<file path="src/rtl/uc_pkg.sv">
// Shared definitions for the micro-coded sequencer: default sizes,
// opcode constants, FSM state encoding and small decode helpers.
package uc_pkg;

    localparam int DEF_PC_W        = 10;
    localparam int DEF_STACK_DEPTH = 4;
    localparam int DEF_ALU_W       = 3;

    localparam logic [5:0] OP_JMP  = 6'b010000;
    localparam logic [5:0] OP_JZ   = 6'b010001;
    localparam logic [5:0] OP_JNZ  = 6'b010010;
    localparam logic [5:0] OP_CALL = 6'b010011;
    localparam logic [5:0] OP_RET  = 6'b010100;
    // Any unassigned opcode behaves as NOP; this one is used as the IR reset value.
    localparam logic [5:0] OP_NOP  = 6'b011111;

    typedef enum logic [1:0] {
        ST_FETCH = 2'b00,
        ST_EXEC  = 2'b01,
        ST_FAULT = 2'b10
    } state_t;

    function automatic logic is_li(input logic [5:0] op);
        return op[5];
    endfunction

    function automatic logic is_alu(input logic [5:0] op);
        return (op[5:3] == 3'b000);
    endfunction

endpackage

</file>
<file path="src/rtl/ret_stack.sv">
// Return-address LIFO. Push/pop are ignored when full/empty respectively;
// the sequencer checks full/empty itself and raises fault flags.
module ret_stack
    import uc_pkg::*;
#(
    parameter int W     = DEF_PC_W,
    parameter int DEPTH = DEF_STACK_DEPTH
) (
    input  logic         clk,
    input  logic         reset,
    input  logic         push,
    input  logic         pop,
    input  logic [W-1:0] push_data,
    output logic [W-1:0] top,
    output logic         full,
    output logic         empty
);

    localparam int CNT_W = $clog2(DEPTH + 1);
    localparam int IDX_W = $clog2(DEPTH);

    logic [W-1:0]     mem_r [DEPTH];
    logic [CNT_W-1:0] count_r;
    logic [IDX_W-1:0] wr_idx_s;
    logic [IDX_W-1:0] rd_idx_s;

    assign wr_idx_s = count_r[IDX_W-1:0];
    assign rd_idx_s = IDX_W'(count_r - CNT_W'(1'b1));
    assign full     = (count_r == CNT_W'(DEPTH));
    assign empty    = (count_r == {CNT_W{1'b0}});
    assign top      = mem_r[rd_idx_s];

    // Occupancy counter; reset empties the stack and overrides push/pop.
    always_ff @(posedge clk) begin
        if (!reset) begin
            count_r <= {CNT_W{1'b0}};
        end else if (push && !full) begin
            count_r <= count_r + CNT_W'(1'b1);
        end else if (pop && !empty) begin
            count_r <= count_r - CNT_W'(1'b1);
        end else begin
            count_r <= count_r;
        end
    end

    // Entry storage; contents need no reset because the counter guards reads.
    always_ff @(posedge clk) begin
        if (reset && push && !full) begin
            mem_r[wr_idx_s] <= push_data;
        end
    end

endmodule

</file>
<file path="src/rtl/uc_seq.sv">
// Two-cycle micro-sequencer: FETCH latches an instruction, EXEC decodes it,
// drives datapath controls and computes the next PC. Stack faults park the
// sequencer in FAULT until reset.
module uc_seq
    import uc_pkg::*;
#(
    parameter int PC_W        = DEF_PC_W,
    parameter int STACK_DEPTH = DEF_STACK_DEPTH,
    parameter int ALU_W       = DEF_ALU_W
) (
    input  logic             clk,
    input  logic             reset,
    input  logic [5:0]       Opcode,
    input  logic [PC_W-1:0]  target,
    input  logic             instr_valid,
    input  logic             zero,
    output logic             fetch_req,
    output logic [PC_W-1:0]  pc,
    output logic             s_inc,
    output logic             s_inm,
    output logic             we,
    output logic             wez,
    output logic [ALU_W-1:0] AluOP,
    output logic             stack_ovf,
    output logic             stack_unf
);

    state_t            state_r, state_next_s;
    logic [PC_W-1:0]   pc_r, pc_next_s, pc_inc_s;
    logic [5:0]        ir_op_r;
    logic [PC_W-1:0]   ir_tgt_r;
    logic              ovf_r, unf_r;
    logic              ir_load_s, push_s, pop_s, set_ovf_s, set_unf_s;
    logic              s_inc_s, s_inm_s, we_s, wez_s;
    logic [ALU_W-1:0]  alu_op_s;
    logic [PC_W-1:0]   stk_top_s;
    logic              stk_full_s, stk_empty_s;

    // Wraps modulo 2^PC_W; also used as the pushed return address.
    assign pc_inc_s = pc_r + PC_W'(1'b1);

    ret_stack #(
        .W     (PC_W),
        .DEPTH (STACK_DEPTH)
    ) u_stack (
        .clk       (clk),
        .reset     (reset),
        .push      (push_s),
        .pop       (pop_s),
        .push_data (pc_inc_s),
        .top       (stk_top_s),
        .full      (stk_full_s),
        .empty     (stk_empty_s)
    );

    // Next-state, next-PC, stack requests and EXEC-cycle control decode.
    always_comb begin
        state_next_s = state_r;
        pc_next_s    = pc_r;
        ir_load_s    = 1'b0;
        push_s       = 1'b0;
        pop_s        = 1'b0;
        set_ovf_s    = 1'b0;
        set_unf_s    = 1'b0;
        s_inc_s      = 1'b0;
        s_inm_s      = 1'b0;
        we_s         = 1'b0;
        wez_s        = 1'b0;
        alu_op_s     = {ALU_W{1'b0}};
        case (state_r)
            ST_FETCH: begin
                if (instr_valid) begin
                    ir_load_s    = 1'b1;
                    state_next_s = ST_EXEC;
                end else begin
                    state_next_s = ST_FETCH;
                end
            end
            ST_EXEC: begin
                state_next_s = ST_FETCH;
                if (is_li(ir_op_r)) begin
                    s_inm_s   = 1'b1;
                    we_s      = 1'b1;
                    s_inc_s   = 1'b1;
                    pc_next_s = pc_inc_s;
                end else if (is_alu(ir_op_r)) begin
                    alu_op_s  = ALU_W'(ir_op_r[2:0]);
                    we_s      = 1'b1;
                    wez_s     = 1'b1;
                    s_inc_s   = 1'b1;
                    pc_next_s = pc_inc_s;
                end else begin
                    case (ir_op_r)
                        OP_JMP: begin
                            pc_next_s = ir_tgt_r;
                        end
                        OP_JZ, OP_JNZ: begin
                            if (zero == (ir_op_r == OP_JZ)) begin
                                pc_next_s = ir_tgt_r;
                            end else begin
                                s_inc_s   = 1'b1;
                                pc_next_s = pc_inc_s;
                            end
                        end
                        OP_CALL: begin
                            if (stk_full_s) begin
                                set_ovf_s    = 1'b1;
                                state_next_s = ST_FAULT;
                            end else begin
                                push_s    = 1'b1;
                                pc_next_s = ir_tgt_r;
                            end
                        end
                        OP_RET: begin
                            if (stk_empty_s) begin
                                set_unf_s    = 1'b1;
                                state_next_s = ST_FAULT;
                            end else begin
                                pop_s     = 1'b1;
                                pc_next_s = stk_top_s;
                            end
                        end
                        default: begin
                            s_inc_s   = 1'b1;
                            pc_next_s = pc_inc_s;
                        end
                    endcase
                end
            end
            ST_FAULT: begin
                state_next_s = ST_FAULT;
            end
            default: begin
                state_next_s = ST_FETCH;
            end
        endcase
    end

    // State, PC, IR and sticky fault registers; reset aborts any instruction.
    always_ff @(posedge clk) begin
        if (!reset) begin
            state_r  <= ST_FETCH;
            pc_r     <= {PC_W{1'b0}};
            ir_op_r  <= OP_NOP;
            ir_tgt_r <= {PC_W{1'b0}};
            ovf_r    <= 1'b0;
            unf_r    <= 1'b0;
        end else begin
            state_r <= state_next_s;
            pc_r    <= pc_next_s;
            if (ir_load_s) begin
                ir_op_r  <= Opcode;
                ir_tgt_r <= target;
            end
            ovf_r <= ovf_r | set_ovf_s;
            unf_r <= unf_r | set_unf_s;
        end
    end

    // Controls are squelched combinationally while reset is asserted.
    assign fetch_req = reset & (state_r == ST_FETCH);
    assign s_inc     = reset & s_inc_s;
    assign s_inm     = reset & s_inm_s;
    assign we        = reset & we_s;
    assign wez       = reset & wez_s;
    assign AluOP     = reset ? alu_op_s : {ALU_W{1'b0}};
    assign pc        = pc_r;
    assign stack_ovf = ovf_r;
    assign stack_unf = unf_r;

endmodule

</file>
<file path="config.mk">
export PLATFORM = sky130hd
export DESIGN_NAME = uc_seq
export DESIGN_NICKNAME = d
export VERILOG_FILES = /design/src/rtl/uc_pkg.sv /design/src/rtl/ret_stack.sv /design/src/rtl/uc_seq.sv
export SDC_FILE = /design/constraint.sdc
export NUM_CORES = 1
export LEC_CHECK = 0
export BUFFER_PORTS_ARGS = -buffer_cell sky130_fd_sc_hd__buf_2
export CAP_MARGIN = 20
export CORE_MARGIN = 2
export CORE_UTILIZATION = 52
export DETAILED_ROUTE_END_ITERATION = 8
export GPL_ROUTABILITY_DRIVEN = 0
export HOLD_SLACK_MARGIN = 0.15
export PLACE_DENSITY_LB_ADDON = 0.2
export SYNTH_ARGS = -nofsm -noshare
export SYNTH_HDL_FRONTEND = slang
export SYNTH_HIERARCHICAL = 1
export SYNTH_SLANG_ARGS = --single-unit
</file>
<file path="constraint.sdc">
create_clock -name clk -period 2.1 [get_ports clk]
set_input_delay 0.105 -clock clk [delete_from_list [all_inputs] [get_ports clk]]
set_output_delay 0.105 -clock clk [all_outputs]
set_load 0.005 [all_outputs]
</file>
==> impl_metrics.ini <==
[run_status]
status = finished, violations left
violations = design-rule violations

[logic_synthesis]
syn_area_sq_um = 3477
synthesis.nets = 329
ys.warnings.count = 6
async_flop_share_pct = 0
synthCells = 302
yosys_most_used_dff = edfxtp_1
synth.distinct_cells = 51
syn_area_per_cell_sq_um = 11.51
ys_ff_latch = 73
synth_edf_count = 40
synth_seq_area_share_pct = 53.54

[setup_path]
slowest_delay_ps = 380
crit_family = simple AND/OR/NAND/NOR gates
critPathCaptureType = primary output
worst_path_max_delay_cell = dfxtp_2
critPathArrivalTime_ps = 1880
cp_max_fo = 11
critPathKind = reg2out
cp.depth = 5
crit_buf_inv = 2
crit_end = s_inc
ff2ff_path_depth = 6
crit_required_ps = 2000
cp-start-kind = flip-flop
reg2reg_to = u_stack/mem_r[1][4]$_DFFE_PP_
regToRegStartpoint = u_stack/count_r[1]$_SDFFE_PN0P_
r2r_slack_ps = 140
cp-startpoint = ir_op_r[1]$_SDFFE_PN1P_
crit_chain = or3b_1, and3_4, buf_4, nor3_1, buf_2

[detailed_routing]
drt-vias-per-instance = 5.645
postRouteAntennaNets = 0
routed_wl_mm = 7.826
detail_route.wl_per_cell_um = 17.28
num_vias = 2557
first_pass_iters = 7
drtIter0Drc = 128
drc_errors = 5

[cells_and_area]
final_cells = 453
multi_input_area_sq_um = 1483
seqCellArea_sq_um = 1867
layout_commonest_cell = nand2_1
layout-drive-gt1-share_pct = 27.39
area_growth_pct = 20.58
antennaDiodeCount = 0
fin_nets = 398
fin_util_pct = 65.28
final_cell_mix = 44 x nand2_1, 40 x edfxtp_1, 39 x buf_2, 29 x dfxtp_1, 22 x dlygate4sd3_1
nFillCells = 504

[power_and_ir_drop]
p_leak_nw = 1.592
power_density_nw_per_um2 = 700.9
ir_worst_vdd_v = 0.0004321

[floorplanning]
dieArea_sq_um = 7356
die_w_um = 85.77
die-height_um = 85.77
core_sq_um = 6422
io_pins = 40
start_util_pct = 54.14
rows = 29

[clock_tree]
cts.clk_slew.worst_paths_ps = 80
cts_tree = yes
h-tree-depth = 3
cts_max_path_buffers = 2
root_buffer = clkbuf_8
cts_made_buffers = 9
clock-sinks = 73
cts_setup_buffers = 0
clk_latency_ps = 340

[grt]
grt_start_max_net_pins = 19
antenna_found_initial = 0
grt_usage_pct = 22.59
grt_pass1_wl_mm = 12.63
grt_overflow_total = 0
first_global_vias = 2494

[worst_hold_path]
hold_path_class = in2reg

[timing]
fin_ws_ps = 113.6
setup_viol = 0
maxSlewHeadroom_pct = 63.73
layout_min_cycle_time_ps = 1986
hold_violations = 0
period_share_pct = 94.59
max_freq_ghz = 0.5034
tightest_slew_ps = 540.2
setup_tns_ps = 0
drv_slew = 0
skew_ps = 8.417

[placed_design]
dpl.hpwl_mm = 5.451
place_inst = 415
io_buffers = 39
place_ws_ps = 98.19

[flow_run]
max_cap_violations = 0
==> layer usage <==
| layer | global-route usage (%) | routed length, um | up-vias |
|---|---|---|---|
| li1 | - | - | 1253 |
| met1 | 32.08 | 3739 | 1231 |
| met2 | 35.80 | 3703 | 69 |
| met3 | 4.716 | 339 | 4 |
| met4 | 5.628 | 44 | 0 |
| met5 | 0 | 0 | - |
==> final cells by class <==
| cell class | count | area share [%] |
|---|---|---|
| clock buffer | 9 | 2.954 |
| clock inverter | 7 | 1.999 |
| inverter | 7 | 0.6267 |
| multi-input combinational | 206 | 35.36 |
| sequential | 73 | 44.52 |
| tap | 77 | 2.298 |
| timing repair buffer | 74 | 12.24 |
==> cell usage after synthesis, drive strengths merged (7+ instances only) <==
master  instances  share of area, %
a21oi          16               2.3
a31oi           7               1.3
and3           10               2.0
buf            10               2.7
dfxtp          33                19
edfxtp         40                35
ha              7               2.5
inv             7              0.76
mux4           10               6.6
nand2          44               4.7
nand3          13               1.9
nor2           15               1.6
nor3            8               1.3
o21ai           8               1.2
xor2            7               1.8
==> power by group <==
part | internal, mW | total, mW | switching (mW)
combinational | 0.116 | 0.237 | 0.120
sequential | 1.53 | 1.57 | 0.0404
clock | 0.571 | 1.13 | 0.557
total | 2.22 | 2.94 | 0.717
==> timing repair <==
item	CTS	global route
hold endpoints to repair	17	0
gates resized for setup	2	5
hold buffers	22	0
endpoints found under the setup margin	1	7
==> metrics by stage <==
| step | hold WS [ps] | area, sq um | total power [mW] |
|---|---|---|---|
| floorplan | 227.7 | 3487 | 1.724 |
| CTS | 174.5 | 4178 | 2.963 |
| finish | 207.3 | 4193 | 2.939 |
| global placement | 313.7 | 3747 | 1.795 |
| global route | 206.2 | 4193 | 3.073 |
| detailed placement | 319.2 | 3747 | 1.800 |
==> how the worst min path moves through the flow <==
stage	start	endpoint	slack, ps	depth (start not counted)
5_1_grt	reset	u_stack/count_r[1]$_SDFFE_PN0P_	210	3
4_1_cts	reset	u_stack/count_r[2]$_SDFFE_PN0P_	170	3
3_5_place_dp	Opcode[0]	ir_op_r[0]$_SDFFE_PN1P_	320	3
2_1_floorplan	Opcode[0]	ir_op_r[0]$_SDFFE_PN1P_	230	2
3_3_place_gp	Opcode[1]	ir_op_r[1]$_SDFFE_PN1P_	310	3
6_report	reset	u_stack/count_r[0]$_SDFFE_PN0P_	210	3
==> worst register-to-register path, stage by stage, from the launching register on <==
cell,delay [ps]
dfxtp_1,360
inv_1,100
ha_2,190
and2_2,230
nor2_1,140
a21boi_2,250
and3_2,370
==> registers in the layout, summed over array words and instances, names as in the netlist <==
register,count
ir_tgt_r,10
stack_ovf,1
u_stack/count_r,3
u_stack/mem_r,40
ir_op_r,6
state_r,2
stack_unf,1
pc,10
==> kinds of logic after synthesis <==
kind of cell | share of synthesized area, %
flip-flops | 53.54
AO/OA/AOI/OAI | 10.69
AND/OR/NAND/NOR | 19.25
multiplexers | 6.585
adder cells (fa/ha/maj) | 2.519
XOR/XNOR | 2.771
buffers and inverters | 4.642
Power figures use the tool's default switching activity.
